==> src/rtl/decode_6466b_rx_fsm_if.sv <==
// Block-in / XGMII-out bundle of the 64b/66b receive decoder.
interface decode_6466b_rx_fsm_if #(
    parameter int DATA_WIDTH    = 64,
    parameter int ERR_CNT_WIDTH = 16
);
    logic [63:0]              i_rxd;
    logic [1:0]               i_rx_header;
    logic                     i_rx_valid;
    logic [DATA_WIDTH-1:0]    o_rxd;
    logic [DATA_WIDTH/8-1:0]  o_rxctl;
    logic                     o_rx_valid;
    logic [ERR_CNT_WIDTH-1:0] o_err_count;

    modport master (output i_rxd, i_rx_header, i_rx_valid,
                    input  o_rxd, o_rxctl, o_rx_valid, o_err_count);
    modport slave  (input  i_rxd, i_rx_header, i_rx_valid,
                    output o_rxd, o_rxctl, o_rx_valid, o_err_count);
endinterface

==> src/rtl/decode_6466b_rx_fsm.sv <==
// 64b/66b receive decoder: block classify/decode, Clause 49 RX FSM with one-block lookahead,
// XGMII output at 64b or as two 32b half-beats.
module decode_6466b_rx_fsm #(
    parameter int DATA_WIDTH    = 64,
    parameter int ERR_CNT_WIDTH = 16
) (
    input  logic                 i_rxc,
    input  logic                 i_reset,
    input  logic                 i_init_done,
    decode_6466b_rx_fsm_if.slave bus
);
    localparam logic [1:0]  SYNC_DATA = 2'b01;
    localparam logic [1:0]  SYNC_CTL  = 2'b10;
    localparam logic [63:0] LBLOCK_R  = 64'h0100009C_0100009C;
    localparam logic [7:0]  LBLOCK_C  = 8'h11;
    localparam logic [63:0] EBLOCK_R  = {8{8'hFE}};
    localparam logic [7:0]  EBLOCK_C  = 8'hFF;
    localparam logic [7:0]  BT_IDLE = 8'h1E, BT_O4 = 8'h2D, BT_S4 = 8'h33, BT_O0O4 = 8'h55,
                            BT_O0S4 = 8'h66, BT_S0 = 8'h78, BT_O0 = 8'h4B,
                            BT_T0 = 8'h87, BT_T1 = 8'h99, BT_T2 = 8'hAA, BT_T3 = 8'hB4,
                            BT_T4 = 8'hCC, BT_T5 = 8'hD2, BT_T6 = 8'hE1, BT_T7 = 8'hFF;

    typedef enum logic [2:0] {CL_C, CL_S, CL_T, CL_D, CL_E} blk_cls_t;
    typedef enum logic [2:0] {RX_INIT, RX_C, RX_D, RX_T, RX_E} rx_state_t;

    // {illegal, xgmii byte} for a 7b control char / 4b O code
    function automatic logic [8:0] cc(input logic [6:0] c);
        case (c)
            7'h00:   return {1'b0, 8'h07};
            7'h1E:   return {1'b0, 8'hFE};
            default: return {1'b1, 8'hFE};
        endcase
    endfunction

    function automatic logic [8:0] oc(input logic [3:0] o);
        case (o)
            4'h0:    return {1'b0, 8'h9C};
            4'hF:    return {1'b0, 8'h5C};
            default: return {1'b1, 8'h9C};
        endcase
    endfunction

    logic [63:0]              w_in, w_dd, w_blk;
    logic [7:0]               w_dc, w_blkc;
    blk_cls_t                 w_cls;
    logic                     w_acc, w_busy, w_emit, w_err_inc;
    rx_state_t                r_state, w_next;
    logic                     r_s0_vld;
    logic [63:0]              r_s0_d;
    logic [7:0]               r_s0_c;
    blk_cls_t                 r_s0_cls;
    logic [ERR_CNT_WIDTH-1:0] r_err;
    logic [DATA_WIDTH-1:0]    r_rxd;
    logic [DATA_WIDTH/8-1:0]  r_rxc;
    logic                     r_vld;

    assign w_in  = bus.i_rxd;
    assign w_acc = bus.i_rx_valid & ~w_busy;

    always_comb begin : dec
        logic [8:0]  t;
        logic [63:0] sh;
        logic [7:0]  cmask;
        logic [2:0]  n;
        logic        bad;
        t = '0; sh = '0; cmask = '0; n = '0; bad = 1'b0;
        w_dd = w_in; w_dc = 8'h00; w_cls = CL_E;
        if (bus.i_rx_header == SYNC_DATA) begin
            w_cls = CL_D;
        end else if (bus.i_rx_header == SYNC_CTL) begin
            case (w_in[7:0])
                BT_IDLE: begin w_cls = CL_C; w_dc = 8'hFF; cmask = 8'hFF; end
                BT_O4: begin
                    w_cls = CL_C; w_dc = 8'h1F; cmask = 8'h0F;
                    t = oc(w_in[39:36]); w_dd[39:32] = t[7:0]; bad = t[8];
                end
                BT_S4: begin w_cls = CL_S; w_dc = 8'h1F; cmask = 8'h0F; w_dd[39:32] = 8'hFB; end
                BT_O0O4: begin
                    w_cls = CL_C; w_dc = 8'h11;
                    t = oc(w_in[39:36]); w_dd[39:32] = t[7:0]; bad = t[8];
                    t = oc(w_in[35:32]); w_dd[7:0] = t[7:0]; bad = bad | t[8];
                end
                BT_O0S4: begin
                    w_cls = CL_S; w_dc = 8'h11; w_dd[39:32] = 8'hFB;
                    t = oc(w_in[35:32]); w_dd[7:0] = t[7:0]; bad = t[8];
                end
                BT_S0: begin w_cls = CL_S; w_dc = 8'h01; w_dd[7:0] = 8'hFB; end
                BT_O0: begin
                    w_cls = CL_C; w_dc = 8'hF1; cmask = 8'hF0;
                    t = oc(w_in[35:32]); w_dd[7:0] = t[7:0]; bad = t[8];
                end
                BT_T0, BT_T1, BT_T2, BT_T3, BT_T4, BT_T5, BT_T6, BT_T7: begin
                    case (w_in[7:0])
                        BT_T1: n = 3'd1;  BT_T2: n = 3'd2;  BT_T3: n = 3'd3;
                        BT_T4: n = 3'd4;  BT_T5: n = 3'd5;  BT_T6: n = 3'd6;
                        BT_T7: n = 3'd7;  default: n = 3'd0;
                    endcase
                    w_cls = CL_T; w_dc = 8'hFF << n; cmask = 8'hFE << n;
                    w_dd = {8'h00, w_in[63:8]};
                    w_dd[8*n +: 8] = 8'hFD;
                    sh = w_in >> (7'd8 + {1'b0, n, 3'b000});
                    bad = |(sh[6:0] & (7'h7F >> n));
                end
                default: w_cls = CL_E;
            endcase
            // 7b control chars always sit at bit 8+7*lane in every block format
            for (int k = 0; k < 8; k++) begin
                if (cmask[k]) begin
                    t = cc(w_in[8+7*k +: 7]);
                    w_dd[8*k +: 8] = t[7:0];
                    bad = bad | t[8];
                end
            end
            if (bad) w_cls = CL_E;
        end
    end

    always_comb begin
        w_next = r_state; w_emit = 1'b0; w_err_inc = 1'b0;
        w_blk = r_s0_d; w_blkc = r_s0_c;
        if (!i_init_done) begin
            w_next = RX_INIT;
            if (w_acc) begin w_emit = 1'b1; w_blk = LBLOCK_R; w_blkc = LBLOCK_C; end
        end else if (w_acc && r_s0_vld) begin
            w_emit = 1'b1;
            case (r_state)
                RX_D:    w_next = (r_s0_cls == CL_D) ? RX_D :
                                  (r_s0_cls == CL_T && (w_cls == CL_C || w_cls == CL_S)) ? RX_T : RX_E;
                RX_E:    w_next = (r_s0_cls == CL_C) ? RX_C : (r_s0_cls == CL_D) ? RX_D :
                                  (r_s0_cls == CL_T && (w_cls == CL_C || w_cls == CL_S)) ? RX_T : RX_E;
                default: w_next = (r_s0_cls == CL_C) ? RX_C : (r_s0_cls == CL_S) ? RX_D : RX_E;
            endcase
            if (w_next == RX_E) begin w_blk = EBLOCK_R; w_blkc = EBLOCK_C; w_err_inc = 1'b1; end
        end
    end

    always_ff @(posedge i_rxc) begin
        if (i_reset) begin
            r_state  <= RX_INIT;
            r_s0_vld <= 1'b0;
            r_s0_d   <= '0;
            r_s0_c   <= '0;
            r_s0_cls <= CL_E;
            r_err    <= '0;
        end else begin
            r_state <= w_next;
            if (!i_init_done) begin
                r_s0_vld <= 1'b0;
            end else if (w_acc) begin
                r_s0_vld <= 1'b1;
                r_s0_d   <= w_dd;
                r_s0_c   <= w_dc;
                r_s0_cls <= w_cls;
            end
            if (w_err_inc && r_err != '1) r_err <= r_err + 1'b1;
        end
    end

    generate
        if (DATA_WIDTH == 64) begin : g_w64
            assign w_busy = 1'b0;
            always_ff @(posedge i_rxc) begin
                if (i_reset) begin
                    r_rxd <= LBLOCK_R;
                    r_rxc <= LBLOCK_C;
                    r_vld <= 1'b0;
                end else begin
                    r_vld <= w_emit;
                    if (w_emit) begin r_rxd <= w_blk; r_rxc <= w_blkc; end
                end
            end
        end else if (DATA_WIDTH == 32) begin : g_w32
            logic [31:0] r_hi;
            logic [3:0]  r_hic;
            logic        r_hi_pend;
            // an accept landing on the high-half beat is dropped
            assign w_busy = r_hi_pend;
            always_ff @(posedge i_rxc) begin
                if (i_reset) begin
                    r_rxd     <= LBLOCK_R[31:0];
                    r_rxc     <= LBLOCK_C[3:0];
                    r_vld     <= 1'b0;
                    r_hi      <= '0;
                    r_hic     <= '0;
                    r_hi_pend <= 1'b0;
                end else if (r_hi_pend) begin
                    r_rxd     <= r_hi;
                    r_rxc     <= r_hic;
                    r_vld     <= 1'b1;
                    r_hi_pend <= 1'b0;
                end else begin
                    r_vld     <= w_emit;
                    r_hi_pend <= w_emit;
                    if (w_emit) begin
                        r_rxd <= w_blk[31:0];
                        r_rxc <= w_blkc[3:0];
                        r_hi  <= w_blk[63:32];
                        r_hic <= w_blkc[7:4];
                    end
                end
            end
        end else begin : g_bad_width
            $error("decode_6466b_rx_fsm: DATA_WIDTH must be 64 or 32");
        end
    endgenerate

    assign bus.o_rxd       = r_rxd;
    assign bus.o_rxctl     = r_rxc;
    assign bus.o_rx_valid  = r_vld;
    assign bus.o_err_count = r_err;
endmodule

==> src/flat_wrapper.sv <==
// flat-port wrapper written by rule: the top's interface ports become plain ports
module decode_6466b_rx_fsm_flat 
#(
    parameter int DATA_WIDTH    = 64,
    parameter int ERR_CNT_WIDTH = 16
)
  (i_rxc, i_reset, i_init_done, bus_i_rxd, bus_i_rx_header, bus_i_rx_valid, bus_o_rxd, bus_o_rxctl, bus_o_rx_valid, bus_o_err_count);
  decode_6466b_rx_fsm_if #(.DATA_WIDTH(DATA_WIDTH), .ERR_CNT_WIDTH(ERR_CNT_WIDTH)) bus_i ();
  input  logic i_rxc;
  input  logic i_reset;
  input  logic i_init_done;
  input wire logic [$bits(bus_i.i_rxd)-1:0] bus_i_rxd;
  input wire logic [$bits(bus_i.i_rx_header)-1:0] bus_i_rx_header;
  input wire logic [$bits(bus_i.i_rx_valid)-1:0] bus_i_rx_valid;
  output wire logic [$bits(bus_i.o_rxd)-1:0] bus_o_rxd;
  output wire logic [$bits(bus_i.o_rxctl)-1:0] bus_o_rxctl;
  output wire logic [$bits(bus_i.o_rx_valid)-1:0] bus_o_rx_valid;
  output wire logic [$bits(bus_i.o_err_count)-1:0] bus_o_err_count;
  assign bus_i.i_rxd = bus_i_rxd;
  assign bus_i.i_rx_header = bus_i_rx_header;
  assign bus_i.i_rx_valid = bus_i_rx_valid;
  assign bus_o_rxd = bus_i.o_rxd;
  assign bus_o_rxctl = bus_i.o_rxctl;
  assign bus_o_rx_valid = bus_i.o_rx_valid;
  assign bus_o_err_count = bus_i.o_err_count;
  decode_6466b_rx_fsm #(.DATA_WIDTH(DATA_WIDTH), .ERR_CNT_WIDTH(ERR_CNT_WIDTH)) u_core (.i_rxc(i_rxc), .i_reset(i_reset), .i_init_done(i_init_done), .bus(bus_i));
endmodule
==> config.mk <==
export PLATFORM = sky130hd
export DESIGN_NAME = decode_6466b_rx_fsm_flat
export DESIGN_NICKNAME = d
export VERILOG_FILES = /design/src/rtl/decode_6466b_rx_fsm_if.sv /design/src/rtl/decode_6466b_rx_fsm.sv /design/src/flat_wrapper.sv
export SDC_FILE = /design/constraint.sdc
export NUM_CORES = 1
export LEC_CHECK = 0
export ABC_AREA = 1
export CAP_MARGIN = 5
export CORE_MARGIN = 1.5
export CORE_UTILIZATION = 45
export DETAILED_ROUTE_END_ITERATION = 8
export DONT_BUFFER_PORTS = 1
export HOLD_SLACK_MARGIN = 0.05
export PLACE_DENSITY = 0.6
export SETUP_SLACK_MARGIN = 0.5
export SLEW_MARGIN = 20
export SYNTH_ARGS = -nofsm -noshare
export SYNTH_HDL_FRONTEND = slang
export SYNTH_SLANG_ARGS = --single-unit
==> constraint.sdc <==
create_clock -name i_rxc -period 5.62 [get_ports i_rxc]
set_input_delay 1.124 -clock i_rxc [delete_from_list [all_inputs] [get_ports i_rxc]]
set_output_delay 1.124 -clock i_rxc [all_outputs]
set_load 0.02 [all_outputs]
==> metrics.csv <==
stage,metric,value,unit
sta,crit share post-route,78.5,%
yosys,Synth Area in Simple Gates,23.2,%
place,pre-CTS WS,0.776,ns
worst_setup_path,worst reg2reg path depth,10,
clock_network,Clock Pin Slew Worst Setup and Hold Paths,0.07,ns
yosys,"area leader, netlist",dfxtp_1,
sta,setup TNS,0,ns
floorplanning,Die Y,148,um
place,dpl hpwl,22800,um
sta,slack of the critical path,1.21,ns
global_route,total track usage,29.6,%
finish,layout cells sized above 1,6.25,%
floorplanning,starting density of the core,46.4,%
place,PortBufs,0,
yosys,mux cell area share after synthesis,0,%
drt,DRT iter0 DRCs,735,
worst_setup_path,WP data arrival,4.70,ns
clock_network,CTS tree,yes,
clock_network,Clock Root Buffer,clkbuf_16,
status,outcome,"complete, no violations",
clock_network,Clock Latency Late Sink,0.44,ns
yosys,Post-Synth Adder-Cell Area,1.06,%
sta,worst-margin pin slew,0.911,ns
global_route,first-pass GRT wire length,51500,um
finish,Finished Layout Cells,1630,
worst_hold_path,Hold Path Stages,2,
drt,drt wl/cell,20.0,um
finish,area grow syn2layout,6.72,%
yosys,asr flop ratio synth,0,%
clock_network,CTS buffer count,17,
drt,total wire length,32600,um
power,peak supply drop,0.000167,V
place,GP Congestion,0.922,
worst_setup_path,startpoint types,input port,
floorplanning,Ports,159,
yosys,Post-synth EDFFs,0,
finish,fill cell count,2143,
power,Pwr per Cell Area,278,nW/um^2
floorplanning,die area,21900,sq um
floorplanning,Die W,148,um
drt,first-pass iteration count of the detailed router,5,
sta,Peak Freq,227,MHz
worst_setup_path,Critical Path Max Stage Delay,0.50,ns
global_route,vias in the first global route,9033,
worst_setup_path,CP bufs+invs,4,
floorplanning,Core Area,20400,sq um
worst_hold_path,Hold Startpoint,u_core.r_s0_d[54]$_SDFFE_PP0P_,
worst_setup_path,Reg2Reg Setup Slack,2.77,ns
sta,final hold viol count,0,
worst_setup_path,Worst path top cell family by delay,simple AND/OR/NAND/NOR gates,
global_route,grt total ovfl,0,
yosys,Synth area leaders,"dfxtp_1 35%, o21ai_0 12%, a21oi_1 11%",
drt,antenna-violating nets left,0,
finish,# diodes,0,
clock_network,cts hold-fix bufs,0,
worst_hold_path,Hold Crit Endpoint,u_core.r_s0_d[54]$_SDFFE_PP0P_,
worst_setup_path,Worst Path Required,5.91,ns
sta,clock skew,0.0130,ns
worst_setup_path,FF-to-FF End,u_core.bus.o_err_count[0]$_SDFFE_PP0P_,
floorplanning,num rows,52,
clock_network,post-CTS setup buffers,0,
worst_setup_path,Crit Reg-Reg Startpoint,u_core.bus.o_err_count[0]$_SDFFE_PP0P_,
power,leakage power,4.04,nW
drt,Via density,6.01,
worst_setup_path,crit-path most repeated cell,nand2_1,
clock_network,H-tree depth,4,
yosys,synth warn,0,
yosys,Cells after Synth,1406,
yosys,syn_nets,1484,
drt,DR DRC count,0,
yosys,Unique masters post-synth,46,
yosys,number of synthesized register bits,168,
worst_setup_path,CP Max Fanout,49,
drt,via count,9799,
run,# Max-Cap Violations,0,
sta,Tmin final,4.41,ns
yosys,largest family of logic cells by synthesized area,compound AO/OA/AOI/OAI gates,
clock_network,CTS Buffer Depth,2,
yosys,Compound-Gate Fraction of Synth Area,29.8,%
worst_setup_path,Worst path slowest cell,buf_4,
global_route,initial antenna violation count,0,
worst_hold_path,worst hold path type,register to register,
sta,RSZ-0062 raised after global routing,false,
sta,Final setup viols,0,
yosys,top_reg_cell synth,dfxtp_1,
finish,nets@finish,1426,
worst_setup_path,Critical Path Sink Type,register,
sta,max-slew violations,0,
place,placed insts,1599,
yosys,xor and xnor area share after synthesis,1.20,%
global_route,pin count of the biggest net entering global routing,83,
clock_network,CTS sink cnt,168,
yosys,post-synth design cell area,9480,sq um
yosys,post-synth top area share,35.5,%
sta,relative slew slack,38.8,%
worst_setup_path,worst-path cell chain,"inv_1, nor2_1, nand2_1, o21ai_2, nor2_1, ha_1, inv_1, ha_1, inv_1, a221oi_1, nor2_1, nor2_1, nand2_1, nand2_1, nand2_1, nand2_1, nand2_1, a21oi_4, nand4_2, nand3_2, nand2_4, nand3_4, buf_4, a21oi_1",
worst_setup_path,worst setup path class,input port to register,
yosys,register area share after synthesis,35.5,%
clock_network,post-CTS sizing,0,
yosys,syn avg cell area,6.74,sq um
==> report_power, final <==
part	total, mW	internal [mW]	switching, mW	leakage (nW)
registers	1.34	1.25	0.0821	1.38
logic	0.299	0.0946	0.205	2.38
clock network	1.17	0.623	0.547	0.280
==> through the flow <==
| stage | hold WS (ns) | instance area (sq um) | power [mW] | utilization, % |
|---|---|---|---|---|
| 2_1_floorplan | 0.442 | 9480 | 1.59 | - |
| 3_3_place_gp | 0.445 | 9540 | 1.66 | 46.7 |
| 3_5_place_dp | 0.446 | 9540 | 1.66 | 46.7 |
| 4_1_cts | 0.456 | 10100 | 2.82 | 49.5 |
| 5_1_grt | 0.475 | 10100 | 2.92 | 49.5 |
| 6_report | 0.455 | 10100 | 2.81 | 49.5 |
==> tightest hold or removal path: stages (launching register included) <==
cell	delay [ns]
dfxtp_1	0.31
nand2_1	0.06
a21oi_1	0.05
==> kinds of logic (layout without fill, tap and decap cells) <==
family | count (synthesis) | in the layout
compound gates | 517 | 517
xor+xnor | 13 | 13
fa+ha+maj | 8 | 8
buf+inv | 222 | 176
flops | 168 | 168
simple gates | 478 | 478
==> final cells by class <==
class	count	area, sq um	area share (%)
clock inverter	13	136	1.35
multi-input combinational	1016	5250	51.9
clock buffer	18	429	4.24
tap	270	338	3.34
sequential	168	3360	33.3
timing repair buffer	13	97.6	0.965
inverter	132	495	4.90
==> cells in the final DEF (no fill, tap or decap), types with 3 or more instances in the layout <==
cell and count:
a21oi_1 217, a221oi_1 4, a31oi_1 6, buf_4 13, clkbuf_16 17, clkinv_4 4
dfxtp_1 168, ha_1 8, inv_1 122, inv_2 10, inv_6 5, nand2_1 208
nand2_2 6, nand2_4 3, nand3_1 78, nand4_1 33, nor2_1 90, nor2_4 4
nor3_1 29, nor4_1 13, o2111ai_1 7, o211ai_1 34, o21ai_0 219, o21ai_2 4
o221ai_1 7, o22ai_1 3, o31ai_1 6, xnor2_1 4, xor2_1 9
==> per-layer routing <==
layer,wire length (um),track usage (%),vias up
met2,14800,45.5,311
met1,15300,42.1,4681
li1,-,-,4777
met3,2240,7.33,30
met5,0,0,-
met4,361,5.94,0
==> how the worst max path moves through the flow <==
stage | startpoint | end | cells after the start
3_3_place_gp | bus_i_rxd[5] | u_core.bus.o_rxd[15]$_SDFFE_PP0P_ | 24
4_1_cts | bus_i_rxd[5] | u_core.bus.o_rxd[43]$_SDFFE_PP0P_ | 24
5_1_grt | bus_i_rxd[5] | u_core.bus.o_rxd[38]$_SDFFE_PP0P_ | 26
2_1_floorplan | bus_i_rxd[5] | u_core.bus.o_rxd[2]$_SDFFE_PP1P_ | 28
6_report | bus_i_rxd[5] | u_core.bus.o_rxd[22]$_SDFFE_PP0P_ | 24
3_5_place_dp | bus_i_rxd[5] | u_core.bus.o_rxd[63]$_SDFFE_PP0P_ | 24
==> synthesized netlist by cell type, types with 8 or more instances <==
cell type and count:
a21oi_1 217, clkbuf_1 71, dfxtp_1 168, ha_1 8, inv_1 123, inv_2 9
nand2_1 209, nand3_1 78, nand4_1 33, nor2_1 91, nor3_1 30, nor4_1 13
o211ai_1 34, o21ai_0 219, xor2_1 9
==> state kept, by name, summed over array words and instances, names as in the netlist <==
signal	flops
u_core.bus.o_err_count	16
u_core.r_state	3
u_core.r_s0_cls	3
u_core.bus.o_rxd	64
u_core.bus.o_rxctl	8
u_core.r_s0_vld	1
u_core.bus.o_rx_valid	1
u_core.r_s0_d	64
u_core.r_s0_c	8
(Power assumes the default switching activity.)
